`config.mk`:
```
export PLATFORM = sky130hd
export DESIGN_NAME = serial_adder
export DESIGN_NICKNAME = d
export VERILOG_FILES = /design/src/rtl/serial_adder_pkg.sv /design/src/rtl/serial_adder_adder_n.sv /design/src/rtl/serial_adder.sv
export SDC_FILE = /design/constraint.sdc
export NUM_CORES = 1
export LEC_CHECK = 0
export CELL_PAD_IN_SITES_DETAIL_PLACEMENT = 1
export CELL_PAD_IN_SITES_GLOBAL_PLACEMENT = 2
export CORE_MARGIN = 5
export CORE_UTILIZATION = 31
export CTS_CLUSTER_DIAMETER = 50
export DETAILED_ROUTE_END_ITERATION = 8
export MAX_ROUTING_LAYER = met4
export PLACE_DENSITY = 0.77
export SLEW_MARGIN = 10
export SYNTH_ARGS = -nofsm -noshare
export SYNTH_HDL_FRONTEND = slang
export SYNTH_SLANG_ARGS = --single-unit
```
`constraint.sdc`:
```
create_clock -name clk -period 3.74 [get_ports clk]
set_input_delay 0.374 -clock clk [delete_from_list [all_inputs] [get_ports clk]]
set_output_delay 0.374 -clock clk [all_outputs]
set_load 0.02 [all_outputs]
```
`src/rtl/serial_adder_pkg.sv`:
```
// Shared types and helpers for the serial adder slice.
package adder_pkg;

  typedef enum logic [1:0] {IDLE, BUSY, DONE} adder_state_t;

  function automatic int steps(input int n, input int chunk);
    return n / chunk;
  endfunction

endpackage

```
`src/rtl/serial_adder_adder_n.sv`:
```
// Combinational W-bit ripple-carry adder built from single-bit full adders.
module adder1 (
  input  logic a,
  input  logic b,
  input  logic c_in,
  output logic sum,
  output logic c_out
);

  assign sum   = a ^ b ^ c_in;
  assign c_out = (a & b) | (c_in & (a ^ b));

endmodule

module adder_n #(
  parameter int W = 2
) (
  input  logic [W-1:0] a,
  input  logic [W-1:0] b,
  input  logic         c_in,
  output logic [W-1:0] sum,
  output logic         c_out,
  output logic         c_msb
);

  // w_carry[i] is the carry into bit i; w_carry[W] leaves the MSB.
  logic [W:0] w_carry;

  assign w_carry[0] = c_in;

  for (genvar i = 0; i < W; i++) begin : g_bit
    adder1 u_fa (
      .a     (a[i]),
      .b     (b[i]),
      .c_in  (w_carry[i]),
      .sum   (sum[i]),
      .c_out (w_carry[i+1])
    );
  end

  assign c_out = w_carry[W];
  assign c_msb = w_carry[W-1];

endmodule

```
`src/rtl/serial_adder.sv`:
```
// Multi-cycle N-bit adder, CHUNK bits per cycle, valid/ready on both sides.
// Define SERIAL_ADDER_OVF_EN to add the signed-overflow output ovf.
module serial_adder #(
  parameter int N     = 32,
  parameter int CHUNK = 2
) (
  input  logic         clk,
  input  logic         rst,
  input  logic         in_valid,
  output logic         in_ready,
  input  logic [N-1:0] a,
  input  logic [N-1:0] b,
  input  logic         c_in,
  output logic         out_valid,
  input  logic         out_ready,
  output logic [N-1:0] sum,
  output logic         c_out
`ifdef SERIAL_ADDER_OVF_EN
  ,
  output logic         ovf
`endif
);

  import adder_pkg::*;

  localparam int STEPS = steps(N, CHUNK);
  localparam int IDXW  = (STEPS > 1) ? $clog2(STEPS) : 1;

  if ((N % CHUNK) != 0 || STEPS < 1) begin : g_badCfg
    $error("serial_adder: N must be a non-zero multiple of CHUNK");
  end

  adder_state_t r_state, w_nextState;
  logic [IDXW-1:0] r_idx;
  logic [N-1:0] r_a, r_b, r_sum;
  logic r_carry, r_cOut;
  logic w_accept, w_lastStep;
  int w_base;
  logic [CHUNK-1:0] w_aChunk, w_bChunk, w_chunkSum;
  logic w_chunkCarry;

  assign in_ready  = (r_state == IDLE) && !rst;
  assign out_valid = (r_state == DONE);
  assign sum       = r_sum;
  assign c_out     = r_cOut;

  assign w_base   = int'(r_idx) * CHUNK;
  assign w_aChunk = r_a[w_base +: CHUNK];
  assign w_bChunk = r_b[w_base +: CHUNK];

`ifdef SERIAL_ADDER_OVF_EN
  logic w_cMsb;
`else
  logic w_unusedMsb;
`endif

  adder_n #(.W(CHUNK)) u_chunkAdder (
    .a     (w_aChunk),
    .b     (w_bChunk),
    .c_in  (r_carry),
    .sum   (w_chunkSum),
    .c_out (w_chunkCarry),
`ifdef SERIAL_ADDER_OVF_EN
    .c_msb (w_cMsb)
`else
    .c_msb (w_unusedMsb)
`endif
  );

  always_comb begin
    w_nextState = r_state;
    w_accept    = 1'b0;
    w_lastStep  = 1'b0;
    case (r_state)
      IDLE: begin
        if (in_valid && in_ready) begin
          w_accept    = 1'b1;
          w_nextState = BUSY;
        end
      end
      BUSY: begin
        if (r_idx == IDXW'(STEPS - 1)) begin
          w_lastStep  = 1'b1;
          w_nextState = DONE;
        end
      end
      DONE: begin
        if (out_ready) w_nextState = IDLE;
      end
      default: w_nextState = IDLE;
    endcase
  end

  // Operands are captured only at acceptance; sum chunks not yet written keep old bits.
  always_ff @(posedge clk) begin
    if (rst) begin
      r_state <= IDLE;
      r_idx   <= '0;
      r_carry <= 1'b0;
      r_sum   <= '0;
      r_cOut  <= 1'b0;
      r_a     <= '0;
      r_b     <= '0;
    end else begin
      r_state <= w_nextState;
      if (w_accept) begin
        r_a     <= a;
        r_b     <= b;
        r_carry <= c_in;
        r_idx   <= '0;
      end else if (r_state == BUSY) begin
        r_sum[w_base +: CHUNK] <= w_chunkSum;
        r_carry <= w_chunkCarry;
        r_idx   <= w_lastStep ? '0 : r_idx + IDXW'(1);
        if (w_lastStep) r_cOut <= w_chunkCarry;
      end
    end
  end

`ifdef SERIAL_ADDER_OVF_EN
  logic r_ovf;

  // Overflow is the disagreement between carry into and out of the sign bit.
  always_ff @(posedge clk) begin
    if (rst) begin
      r_ovf <= 1'b0;
    end else if (r_state == BUSY && w_lastStep) begin
      r_ovf <= w_cMsb ^ w_chunkCarry;
    end
  end

  assign ovf = r_ovf;
`endif

endmodule

```
==> key figures <==
Run status
  • Status: completed

Synthesis
  • Post-synthesis mux area share: 13.54%
  • Main combinational cell family by area after synthesis: simple AND/OR/NAND/NOR gates
  • Synth Cell Area: slightly below 5000 um2
  • #FFs+latches synth: roughly 100
  • Synth warnings: 0
  • Post-synth top flop: dfxtp_1
  • Synth Net Count: 606
  • Number of enable flip-flop cells after synthesis: 0
  • Synth Area in Simple Gates: 24.20%
  • Post-Synth Adder-Cell Area: under 10%
  • Async SR Flop Fraction: 0%
  • Complex-gate fraction of the synthesized area: 11.88%
  • Register area share after synthesis: 43.16%
  • Synth unique cells: 40
  • Avg Inst Size Synth: 9.118 um2
  • XOR/XNOR share of the synthesized area: 0.9339%
  • Cells after Synth: 529

Finish
  • Filler-free cell count of the finished design: 831
  • Sequential Area: 2086 um2
  • Footprint of the multi-input gates: ~2600 um2
  • Layout area overhead: 30.69%
  • Share of cells above drive strength 1: between 8 and 9%
  • Fillers: 1802
  • Final nets: around 700
  • Inserted Diodes: 0

CTS
  • Hold buffers post-CTS: 0
  • CTS tree: built
  • Post CTS Setup Buffer Count: 0
  • CTS clk-pin slew, worst paths: ~60 ps
  • Htree depth: 3
  • Sink Count: 104
  • Clk_lat worst skew: 350 ps
  • Root Buffer: clkbuf_16
  • Clock buffer depth: 2
  • Cts bufs inserted: 9

Drt
  • DR WL/cell: 15.57 um
  • Starting DRT DRC Count: 148
  • Via count: around 4000
  • Wl on met1: roughly 5900 um
  • WL met3: 515 um
  • DRC errors left: 0
  • First-pass iteration count of the detailed router: 4
  • Max Used Layer: met4
  • Metal2 WL: 6386 um
  • Avg Vias per Cell: ~4.8
  • Antenna-violating nets left: 0
  • WL final: 12940 um

Die
  • Core Footprint: 15260 um2
  • Die area: 18150 um2
  • # IOs: 104
  • Initial core utilization: 31.61%
  • Std-Cell Rows: 45
  • Die height: ~130 um
  • Die width: 134.7 um

Timing
  • Setup TNS Final: 0 ps
  • Final setup skew: approximately 7 ps
  • Slew @ Worst Pin: 878.1 ps
  • Min Tclk post-route: 3325 ps
  • Final count of pins violating max slew: 0
  • Max Clk Rate: roughly 0.30 GHz
  • Setup Viol. Count Final: 0
  • RSZ-0062 raised after global routing: false
  • Endpoints failing hold: 0
  • Final worst-path cycle share: 88.89%
  • Slew headroom: 41.46%

Setup path
  • Worst EP arrival: 3590 ps
  • Max FO, Critical Path: 16
  • Critical Path Source Type: register
  • Kind of critical path: reg2reg
  • R2R depth: 8
  • CP Data Required Time: 4010 ps
  • Reg-to-reg slack, setup: around 420 ps
  • Crit path capture type: register

Placement
  • GP Congestion: between 0.7 and 0.8
  • DP Wirelength: 9606 um
  • I/O Buffers: a little over 100
  • Placed insts: 815

Power
  • Combinational Power Share: 12.3%
  • Pint: approximately 1.8 mW
  • Reg power frac: between 40% and 50%
  • P_sw: 0.5714 mW
  • Clk pwr share: 37.8%
  • Total Power: 2.404 mW
  • P_leak: about 2.3 nW
  • PwrDens: between 300 and 400 nW/um2
  • Sw Share: 23.77%
  • Worst VDD drop: 0.2268 mV

Global routing
  • Initial antenna violation count: 0
  • First-pass GRT wire length: 21640 um
  • Gr ovfl total: 0
  • Vias in the first global route: 4273
  • GRT Util Overall: 15.20%
  • Largest net degree at the start of global routing: 107

Min path
  • HP Class: reg2reg
  • Hold Path Stages: 2

Run
  • Max Cap Viol: 0
## layer usage
layer / up-vias / GRT usage [%]
met5: - / -
met4: 0 / 3.733
met3: 10 / 3.390
met2: 81 / 25.68
met1: 1910 / 18.50
li1: 1969 / -
## cells in the final DEF (no fill, tap or decap), types with 2 or more instances in the layout
master,instances
nand3_1,18
o21ai_0,66
a22oi_1,4
mux2i_1,27
dfxtp_1,103
clkdlybuf4s50_1,102
a2111oi_2,4
xor2_1,2
nor3_1,11
fa_1,2
mux2_2,2
nor2_1,35
nand2_1,83
a211oi_1,2
a2111oi_4,2
ha_1,6
o2111ai_1,3
clkinv_2,3
a21oi_1,8
or2_2,3
or4_1,3
and3_1,2
nand2b_1,65
nor2b_1,5
buf_4,8
inv_1,8
clkbuf_16,9
mux4_2,16
clkbuf_1,3
## power groups by stage
stage | clock [mW] | combinational, mW | sequential, mW
after floorplan | 0 | 0.179 | 1.21
after global placement | 0 | 0.295 | 1.23
after detailed placement | 0 | 0.299 | 1.23
after CTS | 0.942 | 0.301 | 1.20
after global routing | 0.991 | 0.327 | 1.21
final | 0.908 | 0.295 | 1.20
## sequential cells by signal (all words and copies together), names as in the netlist
name	cells
r_b	32
sum	32
r_state	2
r_carry	1
c_out	1
r_idx	4
r_a	32
## cell usage after synthesis, types with 2 or more instances
cell         n  area share [%]
dfxtp_1    104              43
nand2_1     83             6.5
o21ai_0     66             6.8
nand2b_1    65             8.4
nor2_1      35             2.7
mux2i_1     27             5.6
clkbuf_1    19             1.5
nand3_1     18             1.9
mux4_2      16             7.5
buf_2       11             1.1
nor3_1      11             1.1
a21oi_1      8            0.83
inv_1        8            0.62
ha_1         6             1.6
nor2b_1      5            0.65
a2111oi_2    4             1.2
a22oi_1      4            0.62
buf_1        4            0.31
o2111ai_1    3            0.54
or2_2        3            0.39
or4_1        3            0.47
a2111oi_4    2             1.1
a211oi_1     2            0.31
and2_1       2            0.26
and3_1       2            0.26
fa_1         2            0.83
mux2_2       2            0.47
xor2_1       2            0.36
## worst max-delay path, stage by stage, from the launching register on
cell and delay (ps):
dfxtp_4 530, mux4_2 540, a22oi_1 190, nand3_1 140, fa_1 420, fa_1 670
nand3_1 180, or4_1 420, a21oi_1 150
## repair_timing
action	in CTS	in global routing
endpoints found under the setup margin	0	3
hold endpoints to repair	0	0
resized for setup	0	1
## stage by stage
stage               setup WS, ps  instance area (um2)  utilization (%)  hold slack, ps
finish                     415.4                 6304            41.31           454.5
CTS                        202.5                 6301            41.30           461.1
floorplan                  493.3                 4823                -           446.0
detailed placement         226.5                 6020            39.45           451.8
global route               164.0                 6304            41.31           484.5
global placement           290.2                 6020            39.45           444.6
## area by class of cell
cell class	instances	area share, %
Inverter	8	0.4764
Timing Repair Buffer	111	17.23
Clock buffer	12	3.751
Sequential cell	104	33.09
Multi-Input combinational cell	381	40.55
Tap cell	211	4.188
Clock inverter	4	0.7146
## path summary, 6_finish.rpt
| check | startpoint | to |
|---|---|---|
| worst max register to register | r_idx[0]$_SDFFE_PP0P_ | sum[25]$_SDFFE_PP0P_ |
| worst min-delay path | sum[8]$_SDFFE_PP0P_ | sum[8]$_SDFFE_PP0P_ |
| worst max-delay path | r_idx[0]$_SDFFE_PP0P_ | sum[25]$_SDFFE_PP0P_ |
| worst min register to register | sum[8]$_SDFFE_PP0P_ | sum[8]$_SDFFE_PP0P_ |
## cells by family after synthesis
group	Yosys count
and+or+nand+nor	234
DFF	104
AOI/OAI and AO/OA	91
muxes	45
buffers and inverters	44
adders and majority gates	8
xor gates and xnor gates	3
Power figures use the tool's default switching activity.
